**src/rtl/nanorv32_sim_ctrl_pkg.sv**
```systemverilog
// Shared definitions for the nanorv32 simulation-control peripheral:
// register offsets, end-of-test signatures, verdict codes and FSM states.
package nanorv32_sim_ctrl_pkg;

    localparam logic [3:0] AddrStatus  = 4'h0;
    localparam logic [3:0] AddrConsole = 4'h4;
    localparam logic [3:0] AddrInfo    = 4'h8;

    localparam logic [31:0] SigPass = 32'hCAFF_E000;
    localparam logic [31:0] SigFail = 32'h0DEA_D000;

    typedef enum logic [1:0] {
        CodeNone    = 2'd0,
        CodePass    = 2'd1,
        CodeFail    = 2'd2,
        CodeUnknown = 2'd3
    } test_code_e;

    typedef enum logic [1:0] {
        StRun   = 2'd0,
        StDrain = 2'd1,
        StDone  = 2'd2
    } state_e;

    function automatic test_code_e decode_signature(input logic [31:0] sig);
        if (sig == SigPass) begin
            return CodePass;
        end else if (sig == SigFail) begin
            return CodeFail;
        end
        return CodeUnknown;
    endfunction

endpackage

```
**src/rtl/nanorv32_sync_fifo.sv**
```systemverilog
// Generic synchronous FIFO with full/empty/level status; head word is driven
// as zero while empty so consumers see a clean value after reset.
module nanorv32_sync_fifo #(
    parameter int unsigned Width = 8,
    parameter int unsigned Depth = 8
) (
    input  logic                     clk,
    input  logic                     rst_n,
    input  logic                     push,
    input  logic [Width-1:0]         wdata,
    input  logic                     pop,
    output logic [Width-1:0]         rdata,
    output logic                     full,
    output logic                     empty,
    output logic [$clog2(Depth):0]   level
);

    localparam int unsigned AddrW = $clog2(Depth);

    logic [AddrW:0]     wr_ptr_q, rd_ptr_q;
    logic [Width-1:0]   mem_q [Depth];
    logic               do_push, do_pop;

    // Extra wrap bit distinguishes full from empty when the indices match.
    assign empty = (wr_ptr_q == rd_ptr_q);
    assign full  = (wr_ptr_q[AddrW] != rd_ptr_q[AddrW]) &&
                   (wr_ptr_q[AddrW-1:0] == rd_ptr_q[AddrW-1:0]);
    assign level = wr_ptr_q - rd_ptr_q;

    assign do_push = push & ~full;
    assign do_pop  = pop & ~empty;

    always_ff @(posedge clk or negedge rst_n) begin
        if (!rst_n) begin
            wr_ptr_q <= '0;
            rd_ptr_q <= '0;
        end else begin
            if (do_push) begin
                wr_ptr_q <= wr_ptr_q + 1'b1;
            end
            if (do_pop) begin
                rd_ptr_q <= rd_ptr_q + 1'b1;
            end
        end
    end

    always_ff @(posedge clk) begin
        if (do_push) begin
            mem_q[wr_ptr_q[AddrW-1:0]] <= wdata;
        end
    end

    assign rdata = empty ? '0 : mem_q[rd_ptr_q[AddrW-1:0]];

endmodule

```
**src/rtl/nanorv32_sim_ctrl.sv**
```systemverilog
// Simulation-control peripheral: console FIFO, end-of-test verdict FSM and,
// when NANORV32_SIM_CTRL_WATCHDOG_EN is defined, a cycle watchdog.
module nanorv32_sim_ctrl
    import nanorv32_sim_ctrl_pkg::*;
#(
    parameter int unsigned FIFO_DEPTH     = 8,
    parameter int unsigned TIMEOUT_CYCLES = 1000000
) (
    input  logic        clk,
    input  logic        rst_n,
    input  logic        bus_sel,
    input  logic        bus_we,
    input  logic [3:0]  bus_addr,
    input  logic [31:0] bus_wdata,
    output logic [31:0] bus_rdata,
    output logic        bus_ready,
    output logic        con_valid,
    output logic [7:0]  con_data,
    input  logic        con_ready,
    output logic        test_done,
    output logic [1:0]  test_code,
    output logic        test_timeout
);

    localparam int unsigned LevelW = $clog2(FIFO_DEPTH) + 1;

    if (FIFO_DEPTH < 2 || FIFO_DEPTH > 64 || (FIFO_DEPTH & (FIFO_DEPTH - 1)) != 0 ||
        TIMEOUT_CYCLES == 0) begin : g_bad_cfg
        $error("nanorv32_sim_ctrl: unsupported FIFO_DEPTH or TIMEOUT_CYCLES");
    end

    state_e             state_q;
    test_code_e         code_q;
    logic               done_q;
    logic               timeout_q;

    logic               status_wr, console_wr, info_rd;
    logic               fifo_push, fifo_pop, fifo_full, fifo_empty;
    logic [7:0]         fifo_head;
    logic [LevelW-1:0]  fifo_level;
    logic               wd_expire;

    assign status_wr  = bus_sel & bus_we & (bus_addr == AddrStatus);
    assign console_wr = bus_sel & bus_we & (bus_addr == AddrConsole);
    assign info_rd    = bus_sel & ~bus_we & (bus_addr == AddrInfo);

    // Console writes are only stalled while running; after the verdict they are dropped.
    assign fifo_push = console_wr & (state_q == StRun) & ~fifo_full;
    assign fifo_pop  = con_valid & con_ready;
    assign bus_ready = ~(console_wr & (state_q == StRun) & fifo_full);

    nanorv32_sync_fifo #(
        .Width (8),
        .Depth (FIFO_DEPTH)
    ) u_con_fifo (
        .clk   (clk),
        .rst_n (rst_n),
        .push  (fifo_push),
        .wdata (bus_wdata[7:0]),
        .pop   (fifo_pop),
        .rdata (fifo_head),
        .full  (fifo_full),
        .empty (fifo_empty),
        .level (fifo_level)
    );

    assign con_valid = ~fifo_empty;
    assign con_data  = fifo_head;

`ifdef NANORV32_SIM_CTRL_WATCHDOG_EN
    logic [31:0] wd_cnt_q;

    // Fires on the cycle the count would reach the limit, so DONE lands on that edge.
    assign wd_expire = (state_q != StDone) && (wd_cnt_q == TIMEOUT_CYCLES - 32'd1);

    always_ff @(posedge clk or negedge rst_n) begin
        if (!rst_n) begin
            wd_cnt_q <= '0;
        end else if (state_q != StDone) begin
            wd_cnt_q <= wd_cnt_q + 32'd1;
        end
    end
`else
    assign wd_expire = 1'b0;
`endif

    always_ff @(posedge clk or negedge rst_n) begin
        if (!rst_n) begin
            state_q   <= StRun;
            code_q    <= CodeNone;
            done_q    <= 1'b0;
            timeout_q <= 1'b0;
        end else if (wd_expire) begin
            state_q   <= StDone;
            code_q    <= CodeUnknown;
            done_q    <= 1'b1;
            timeout_q <= 1'b1;
        end else begin
            unique case (state_q)
                StRun: begin
                    if (status_wr) begin
                        code_q  <= decode_signature(bus_wdata);
                        state_q <= StDrain;
                    end
                end
                StDrain: begin
                    if (fifo_empty) begin
                        state_q <= StDone;
                        done_q  <= 1'b1;
                    end
                end
                StDone: begin
                end
                default: begin
                    state_q <= StRun;
                end
            endcase
        end
    end

    assign test_done    = done_q;
    assign test_code    = code_q;
    assign test_timeout = timeout_q;

    assign bus_rdata = info_rd ? {20'd0, timeout_q, done_q, code_q, 8'(fifo_level)} : 32'd0;

endmodule

```
**config.mk**
```make
export PLATFORM = sky130hd
export DESIGN_NAME = nanorv32_sim_ctrl
export DESIGN_NICKNAME = d
export VERILOG_FILES = /design/src/rtl/nanorv32_sim_ctrl_pkg.sv /design/src/rtl/nanorv32_sync_fifo.sv /design/src/rtl/nanorv32_sim_ctrl.sv
export SDC_FILE = /design/constraint.sdc
export NUM_CORES = 1
export LEC_CHECK = 0
export ABC_AREA = 1
export CAP_MARGIN = 20
export CORE_MARGIN = 5
export CORE_UTILIZATION = 40
export CTS_CLUSTER_SIZE = 12
export DETAILED_ROUTE_END_ITERATION = 10
export PLACE_DENSITY = 0.65
export SLEW_MARGIN = 10
export SYNTH_ARGS = -nofsm -noshare
export SYNTH_HDL_FRONTEND = slang
export SYNTH_SLANG_ARGS = --single-unit
export TNS_END_PERCENT = 5
```
**constraint.sdc**
```tcl
create_clock -name clk -period 3 [get_ports clk]
set_input_delay 0.45 -clock clk [delete_from_list [all_inputs] [get_ports clk]]
set_output_delay 0.45 -clock clk [all_outputs]
set_load 0.02 [all_outputs]
```
==> impl_summary.md <==
Cells and area
In the final layout, the share of cells above drive strength 1 is 0.0984. The total of fill cells in the finished design is 920. The most frequent standard cell in the layout excluding fill and tap cells is nor2_1. The number of antenna repair diodes is 0.

In the layout the commonest cells are 115 x nor2_1, 78 x nand2_1, 64 x edfxtp_1, 57 x clkdlybuf4s50_1, 37 x inv_1. The post-synthesis to final-layout area growth is 20.6%. The net count of the finished layout is 550. The post-layout instance count excluding filler cells is 641.

Clocking
The CTS root buffer is clkbuf_8. The clock passes through at most 2 buffers. The total number of clock tree sinks is 77. CTS built an H-tree with a depth of 3.

TritonCTS created 9 clock buffers. The clock tree from TritonCTS is done. Once the clock tree was built, the setup fixing pass inserted 0 buffers. After clock tree synthesis, the clock-pin slew on the worst setup and hold paths is 0.08 ns. The clock insertion delay at the later pin of the skew report is 0.34 ns.

Drt
The via-per-instance ratio is 4.52. The detailed-routed wire length on met2 is 4320 um. The top routing layer in use is met4. For this block, the initial DRC count from the detailed router was 122. The length of routed wiring on met1 is 3660 um. The via count is 2895. The routed wirelength normalized by instance count is 13.4 um. After detailed routing, the met3 layer carries 500 um of wire. The routed design has 8620 um of wire. The detail route stage leaves a number of antenna-violating nets equal to 0. In the routed design, unresolved DRC markers number 0. The number of optimization iterations in the first detailed-route pass is 4.

Global route
Global routing finished with a remaining overflow of 0. The via count of the first global-routing pass is 2987. Entering global routing, the biggest net connects 23 pins. The initial antenna violation count is 0. Across every metal layer, demand over resource in global routing totals 0.146. The first global-routing pass estimated 14500 um of wire.

Setup path
The worst reg-to-reg path cell count is 8. The critical path crosses 6 cells after its start point. The worst setup path is launched from a register. The most critical setup path has its startpoint at u_con_fifo.wr_ptr_q[0]. The nature of the critical path endpoint is an output pin. The setup slack of the worst register-to-register path is 0.82 ns. Among cell families on the critical path, the largest total delay comes from buffers and inverters. The number of buffers and inverters on the critical path is 2. The critical path capture point is bus_rdata[2]. The highest net fanout along the worst path is 4. The arrival time of data at the critical path endpoint is 2.44 ns. The capturing point of the worst reg2reg path is u_con_fifo.mem_q[2][1]. The largest individual stage delay along the critical path comes from the cell clkdlybuf4s50_1. The data required time of the critical path is 2.55 ns. Walking the worst path, the cells encountered are inv_1 -> ha_1 -> fa_1 -> xor2_1 -> nor2_1 -> clkdlybuf4s50_1. The reg-to-reg critical path startpoint is u_con_fifo.wr_ptr_q[0].

On the worst path, the slowest cell contributes a delay of 0.61 ns. The critical path in this run is classified as reg2out.

Synth
The gate count after technology mapping is 432. The synthesized area per cell is 9.38 sq um. The number of distinct library cell variants in the gate-level netlist after synthesis is 33. Summing every instance area after synthesis gives 0.00405 sq mm. The share of the yosys chip area belonging to registers is 0.554. Synthesis inferred 77 register bits.

The number of warning messages in the yosys log is 0.

Pwr
The power share of the sequential group is 0.331. Of the total power, the share spent switching nets is 0.416. The switching power is 1.63 mW. The worst-case IR drop observed on VDD is 280 uV. Power spread over the standard cell area amounts to 805 mW/mm^2.

The part of the total power dissipated in the clock network is 0.182. The static power due to leakage is 2.04 nW. The share of total power dissipated in combinational logic is 0.486. Cell internal power was estimated by the tool at 2.30 mW.

Die
In this run the vertical extent of the chip is 111 um. The die outline area is 0.0122 sq mm. The width of the die is 111 um. The standard cell core area is 0.00982 sq mm. For this configuration, the core starts out at a cell density of 0.413. Row generation in the floorplan step produced 36 rows. 87 I/O pins were placed.

Timing
The number of failing hold endpoints at the final stage was 0. Setup repair after global routing left no endpoint under its margin. After layout, the minimum clock period comes to 2.89 ns. The number of pins exceeding their max-slew limit in the final report came to 0.

The sum of negative setup slack is 0 ns. The part of the cycle the worst path needs is 0.962. The pin slew with the least headroom to its limit is 0.622 ns. In this run the tightest slew margin relative to its limit is 0.584. The clock skew after layout is 0.00536 ns.

The highest attainable clock frequency is 346 MHz. The count of endpoints failing setup in the final report is 0.

Place
The placed wire-length estimate is 6350 um. The count of buffers inserted at the top-level ports is 60. The congestion estimate from routability-driven global placement came to 0.807. The placed cell count is 625.

Status
The flow ran to the end, and the final reports show no timing, DRC or antenna violations.

Worst hold path
The worst hold path belongs to the class in2async.

Job
The tool flagged a number of max-cap violations equal to 0.
==> worst min path at each step <==
stage	startpoint	endpoint	slack, ns	cells past startpoint
6_report	rst_n	u_con_fifo.rd_ptr_q[3]	0.49	1
3_3_place_gp	test_done	test_done	0.48	2
3_5_place_dp	test_done	test_done	0.48	2
4_1_cts	rst_n	u_con_fifo.wr_ptr_q[3]	0.50	1
2_1_floorplan	rst_n	state_q[0]	0.15	0
5_1_grt	rst_n	u_con_fifo.wr_ptr_q[3]	0.53	1
==> area by class of cell <==
cell class	instances	area, sq um	share of cell area
sequential	77	2250	0.460
multi-input combinational	302	1430	0.292
timing repair buffer	74	713	0.146
tap	133	166	0.0341
inverter	39	149	0.0305
clock buffer	9	124	0.0253
clock inverter	7	58.8	0.0120
==> per-layer routing <==
metal	GRT usage	up-vias
li1	-	1481
met1	0.178	1308
met2	0.256	97
met3	0.0224	9
met4	0.0583	0
met5	0	-
==> state kept, by name, summed over array words and instances, names as in the netlist <==
signal and flops:
u_con_fifo.mem_q 64, u_con_fifo.rd_ptr_q 4, u_con_fifo.wr_ptr_q 4, state_q 2
test_code 2, test_done 1
==> Yosys cell counts (all sizes together) <==
master / instances / area share
conb: 1 / 0.00093
a21oi: 2 / 0.0034
nor3: 1 / 0.0012
nand2: 82 / 0.082
or2: 1 / 0.0022
edfxtp: 64 / 0.47
xor2: 3 / 0.0083
dfrtp: 13 / 0.080
xnor2: 2 / 0.0043
nand4: 5 / 0.0093
buf: 39 / 0.080
nor3b: 1 / 0.0019
nor2: 120 / 0.12
o21ai: 35 / 0.043
ha: 5 / 0.015
fa: 1 / 0.0049
nand3: 18 / 0.032
inv: 39 / 0.037
==> power by group through the flow <==
stage	logic, mW	clock network, mW	registers (mW)
global route	2.15	0.778	1.32
global placement	1.91	0	1.33
CTS	1.95	0.737	1.31
finish	1.91	0.717	1.30
detailed placement	1.94	0	1.33
floorplan	1.39	0	1.34
==> cell families after synthesis <==
group	synth area share
buffers and inverters	0.116
AND/OR/NAND/NOR	0.249
other	0.000925
XOR/XNOR	0.0127
AO/OA/AOI/OAI	0.0466
flip-flops	0.554
adder cells (fa/ha/maj)	0.0204
==> through the flow <==
| step | utilization | power (mW) | setup WS, ns | cell area, sq um | hold WS [ns] |
|---|---|---|---|---|---|
| after global routing | 0.498 | 4.24 | 0.00172 | 4890 | 0.531 |
| after detailed placement | 0.478 | 3.26 | 0.327 | 4700 | 0.476 |
| after CTS | 0.497 | 3.99 | 0.0861 | 4880 | 0.495 |
| after floorplan | - | 2.73 | 0.601 | 4150 | 0.154 |
| after global placement | 0.478 | 3.24 | 0.403 | 4700 | 0.476 |
| final | 0.498 | 3.93 | 0.113 | 4890 | 0.489 |
==> worst register-to-register path: cells and delay by family, from the launching register on <==
kind | cells | cell delay (ns)
adders and majority gates | 1 | 0.32
buffers and inverters | 3 | 0.50
DFF | 1 | 0.42
and+or+nand+nor | 4 | 0.64
==> timing repair <==
| action | 4_1_cts | 5_1_grt |
|---|---|---|
| hold buffers | 0 | 0 |
| endpoints found under the setup margin | 0 | 3 |
| gates resized for setup | 0 | 4 |
No activity file was read; power rests on OpenSTA's default activity.
